## src/rtl/fetch_unit.sv

```systemverilog
// Instruction fetch unit: Wishbone master that pulls 32-bit words from an
// instruction ROM into a one-entry output slot, with redirect and flush.
module fetch_unit #(
    parameter int unsigned          ADDR_SIZE = 32,
    parameter int unsigned          DATA_SIZE = 32,
    parameter logic [ADDR_SIZE-1:0] RESET_PC  = '0
) (
    input  logic                 CLK_I,
    input  logic                 RST_I,
    output logic                 CYC_O,
    output logic                 STB_O,
    output logic [ADDR_SIZE-1:0] ADR_O,
    input  logic [DATA_SIZE-1:0] DAT_I,
    input  logic                 ACK_I,
    input  logic                 redirect_i,
    input  logic [ADDR_SIZE-1:0] redirect_pc_i,
    output logic [DATA_SIZE-1:0] instr_o,
    output logic [ADDR_SIZE-1:0] pc_o,
    output logic                 valid_o,
    input  logic                 ready_i
);

    localparam logic [1:0] IDLE  = 2'd0;
    localparam logic [1:0] REQ   = 2'd1;
    localparam logic [1:0] FLUSH = 2'd2;

    // Redirect targets are forced to word alignment.
    localparam logic [ADDR_SIZE-1:0] ALIGN_MASK = ~ADDR_SIZE'(3);

    logic [1:0]           state_q, state_d;
    logic [ADDR_SIZE-1:0] pc_q, pc_d;
    // Address of the in-flight cycle; lets pc move on a redirect while a
    // flushed cycle still needs its address held on the bus.
    logic [ADDR_SIZE-1:0] adr_q, adr_d;
    logic [DATA_SIZE-1:0] instr_q, instr_d;
    logic [ADDR_SIZE-1:0] pc_out_q, pc_out_d;
    logic                 valid_q, valid_d;
    logic                 slot_free;

    assign slot_free = !valid_q || ready_i;

    // Next-state logic for FSM, pc and output slot.
    always_comb begin
        state_d  = state_q;
        pc_d     = pc_q;
        adr_d    = adr_q;
        instr_d  = instr_q;
        pc_out_d = pc_out_q;
        // Handshake frees the slot; a capture below overrides this.
        valid_d  = valid_q && !ready_i;

        if (state_q == REQ) begin
            adr_d = pc_q;
        end

        // Redirect beats both the consumer handshake and any ACK.
        if (redirect_i) begin
            valid_d = 1'b0;
            pc_d    = redirect_pc_i & ALIGN_MASK;
        end

        case (state_q)
            IDLE: begin
                if (!redirect_i && slot_free) begin
                    state_d = REQ;
                end
            end
            REQ: begin
                if (ACK_I) begin
                    state_d = IDLE;
                    if (!redirect_i) begin
                        instr_d  = DAT_I;
                        pc_out_d = pc_q;
                        valid_d  = 1'b1;
                        pc_d     = pc_q + ADDR_SIZE'(4);
                    end
                end else if (redirect_i) begin
                    state_d = FLUSH;
                end
            end
            FLUSH: begin
                // Wait out the abandoned cycle; its data is dropped.
                if (ACK_I) begin
                    state_d = IDLE;
                end
            end
            default: state_d = IDLE;
        endcase
    end

    // State registers with synchronous active-low reset.
    always_ff @(posedge CLK_I) begin
        if (!RST_I) begin
            state_q  <= IDLE;
            pc_q     <= RESET_PC;
            adr_q    <= RESET_PC;
            instr_q  <= '0;
            pc_out_q <= '0;
            valid_q  <= 1'b0;
        end else begin
            state_q  <= state_d;
            pc_q     <= pc_d;
            adr_q    <= adr_d;
            instr_q  <= instr_d;
            pc_out_q <= pc_out_d;
            valid_q  <= valid_d;
        end
    end

    // Moore bus outputs.
    always_comb begin
        CYC_O = (state_q == REQ) || (state_q == FLUSH);
        STB_O = CYC_O;
        ADR_O = (state_q == FLUSH) ? adr_q : pc_q;
    end

    assign instr_o = instr_q;
    assign pc_o    = pc_out_q;
    assign valid_o = valid_q;

endmodule
```

## config.mk

```make
export PLATFORM = sky130hd
export DESIGN_NAME = fetch_unit
export DESIGN_NICKNAME = d
export VERILOG_FILES = /design/src/rtl/fetch_unit.sv
export SDC_FILE = /design/constraint.sdc
export NUM_CORES = 1
export LEC_CHECK = 0
export CAP_MARGIN = 20
export CORE_MARGIN = 5
export CORE_UTILIZATION = 40
export DETAILED_ROUTE_END_ITERATION = 8
export PLACE_DENSITY = 0.73
export REMOVE_ABC_BUFFERS = 1
export SYNTH_ARGS = -nofsm -noshare
export SYNTH_HDL_FRONTEND = slang
export SYNTH_SLANG_ARGS = --single-unit
```

## constraint.sdc

```tcl
create_clock -name CLK_I -period 2.3 [get_ports CLK_I]
set_clock_uncertainty 0.2 [all_clocks]
set_input_delay 0.69 -clock CLK_I [delete_from_list [all_inputs] [get_ports CLK_I]]
set_output_delay 0.69 -clock CLK_I [all_outputs]
set_load 0.05 [all_outputs]
```

==> flow_metrics.tcl <==
set metrics [dict create \
    ys.flop_type "dfxtp_1" \
    die-width_um 128 \
    path_cells "inv_2, ha_4, buf_12, mux2_4, buf_6" \
    rr_endpoint "state_q[0]" \
    n_antenna_cell 0 \
    drive_gt1_share_pct 27.2 \
    synth-seq-cells 131 \
    fin_crit_ns 2.58 \
    cts_tree "done" \
    synth-edff-count 0 \
    r2r_slack_ns 0.18 \
    grt_max_degree 42 \
    syn_to_final_growth_pct 53.3 \
    synthAdderAreaFrac_pct 0.898 \
    synth-compound-area-share_pct 11.6 \
    worstPathMaxFanout 8 \
    clkSlewWorstSetupHoldPaths_ns 0.06 \
    antenna_found_initial 1 \
    core_sq_um 13800 \
    yosys-top-cells-count "nand2_1, dfxtp_1, a21oi_1, nor2_1, clkbuf_1" \
    cp_slowest_stage_delay_ns 0.33 \
    cts_buffers 17 \
    synthCells 652 \
    finalCritPeriodShare_pct 112 \
    via_per_inst 4.93 \
    yosysWarnings 0 \
    slew_viol_final 0 \
    reg2regPathDepth 7 \
    r2r_start "state_q[1]" \
    grtUsageMet3_pct 6.17 \
    hold_viol 0 \
    outcome "finished with violations" \
    internal_power_uw 4460 \
    use_met1_pct 25.1 \
    synth-xor-area-share_pct 4.40 \
    worst_pin_slew_ns 0.487 \
    p_seq_share_pct 39.9 \
    start_util_pct 40.4 \
    top_level_ports 168 \
    first_global_vias 4913 \
    place.gp.congestion 0.828 \
    wirelength_um 16300 \
    grt_overflow 0 \
    ys_seq_area_share_pct 47.1 \
    slew_headroom_pct 67.4 \
    ys_types 44 \
    max_cap_viol_count 0 \
    gr-max-usage-layer "met2" \
    combPwrFrac_pct 21.5 \
    drt_iter0_markers 203 \
    synth_top_cell_by_area "dfxtp_1" \
    grt_pass1_wl_um 25200 \
    syn-mean-instance-area_sq_um 8.54 \
    htreeDepth 4 \
    met2_usage_pct 31.7 \
    rows 43 \
    dieArea_sq_um 16400 \
    cts.path.max_buffers 2 \
    p_leak_uw 0.00338 \
    yosys.area_share.simple_pct 20.0 \
    vias 5072 \
    syn-cell-area_sq_um 5570 \
    tns_ns -8.38 \
    violations "setup timing" \
    end_kind "output pin" \
    switching_power_uw 1750 \
    fin_nets 910 \
    synth_top_area_share_pct 47.1 \
    power.density_nw_per_um2 728 \
    power.share.clock_pct 38.5 \
    post-dp-hpwl_um 10900 \
    fin_util_pct 62.0 \
    setup_viol 34 \
    p_sw_share_pct 28.2 \
    crit_start "state_q[0]" \
    synthTopCellsByArea "dfxtp_1, nand2_1, a21oi_1" \
    drc 0 \
    die_y_um 128 \
    crit_path_top_delay_cell "mux2_4" \
    dr.pass1.iters 4 \
    max_freq_mhz 387 \
    synthMuxAreaShare_pct 11.6 \
    clkLatencyLatePin_ns 0.42 \
    ir_worst_vdd_mv 0.557 \
    ant_nets 0 \
    synth_most_common_cell "nand2_1" \
    clockRootBuffer "clkbuf_16" \
    worst_ep_required_time_ns 1.41 \
    grt_usage_pct 19.6 \
    min_path_type "flip-flop to flip-flop" \
    cts.sinks 131 \
    routedWlPerCell_um 15.9 \
    crit_arrival_ns 1.69 \
    dp_cells 991 \
    critPathKind "flip-flop to output pin" \
    setup_slack_ns -0.284 \
    async_flop_share_pct 0 \
    io_buffers 165 \
    cp-endpoint "ADR_O[30]" \
    synth_top_family_by_area "simple AND/OR/NAND/NOR gates" \
    final_cells 1028 \
    rsz0062_at_grt "true" \
    worst_setup_path_start_kind "flip-flop" \
]
## worst min path at each step
stage	start	to	cells past startpoint
floorplan	pc_q[0]	pc_o[0]	2
global placement	instr_o[14]	instr_o[14]	2
detailed placement	instr_o[14]	instr_o[14]	2
CTS	instr_o[14]	instr_o[14]	2
global route	instr_o[21]	instr_o[21]	2
finish	pc_o[18]	pc_o[18]	2
## stage by stage
stage	hold WS [ns]	power (uW)	setup WS, ns	instance area, sq um
3_5_place_dp	0.246	3710	-0.319	7530
3_3_place_gp	0.242	3700	-0.311	7530
6_report	0.252	6210	-0.284	8540
4_1_cts	0.253	6250	-0.334	8460
2_1_floorplan	0.251	3200	-1.80	5360
5_1_grt	0.273	6470	-0.326	8540
## logic make-up (layout without fill, tap and decap cells)
group	Yosys count	after routing
AOI/OAI and AO/OA	125	125
xor gates and xnor gates	28	28
adders and majority gates	4	4
buffers and inverters	56	252
DFF	131	131
muxes	61	61
and+or+nand+nor	247	247
## registers in the layout, indices dropped and copies added (netlist names)
| signal | flops |
|---|---|
| adr_q | 32 |
| instr_o | 32 |
| pc_o | 32 |
| pc_q | 32 |
| state_q | 2 |
| valid_o | 1 |
## routing by layer
metal | wire length (um) | vias up
met5 | 7 | -
met2 | 7740 | 157
met4 | 148 | 2
met1 | 7380 | 2340
met3 | 1080 | 12
li1 | - | 2561
## power groups by stage
stage	sequential [uW]	combinational, uW	clock [uW]
2_1_floorplan	2620	586	0
3_3_place_gp	2520	1180	0
3_5_place_dp	2520	1190	0
4_1_cts	2480	1310	2460
5_1_grt	2500	1410	2560
6_report	2480	1340	2390
## repair_timing
item | 4_1_cts | 5_1_grt
gates cloned | 2 | 0
setup buffers | 4 | 6
setup endpoints to repair | 34 | 38
hold buffers | 0 | 0
pin swaps | 1 | 0
resized for setup | 91 | 24
## worst max-delay path: cells and delay by family (launching register included)
family	cells	cell delay, ns
mux	1	0.33
buf+inv	3	0.41
fa+ha+maj	1	0.22
flops	1	0.32
## cells in the final DEF, fill, tap and decap left out, types with 9 or more instances in the layout
master	synthesis	final
a21oi_1	90	90
buf_12	0	17
buf_4	2	98
buf_8	0	28
clkbuf_16	0	17
clkdlybuf4s50_1	0	66
dfxtp_1	131	129
mux2_4	0	28
mux2i_1	33	33
nand2_1	144	140
nand3_1	18	16
nand4_1	9	9
nor2_1	47	47
o21ai_0	28	24
xnor2_1	10	10
xor2_1	18	18
## final cells by class
type | instances | area, sq um
tap | 180 | 225
clock inverter | 5 | 27.5
clock buffer | 25 | 495
timing repair buffer | 214 | 2210
fill | 1194 | 5240
inverter | 8 | 31.3
sequential | 131 | 2630
multi-input combinational | 465 | 2920
Note: power is estimated with default switching activity, not from simulation.
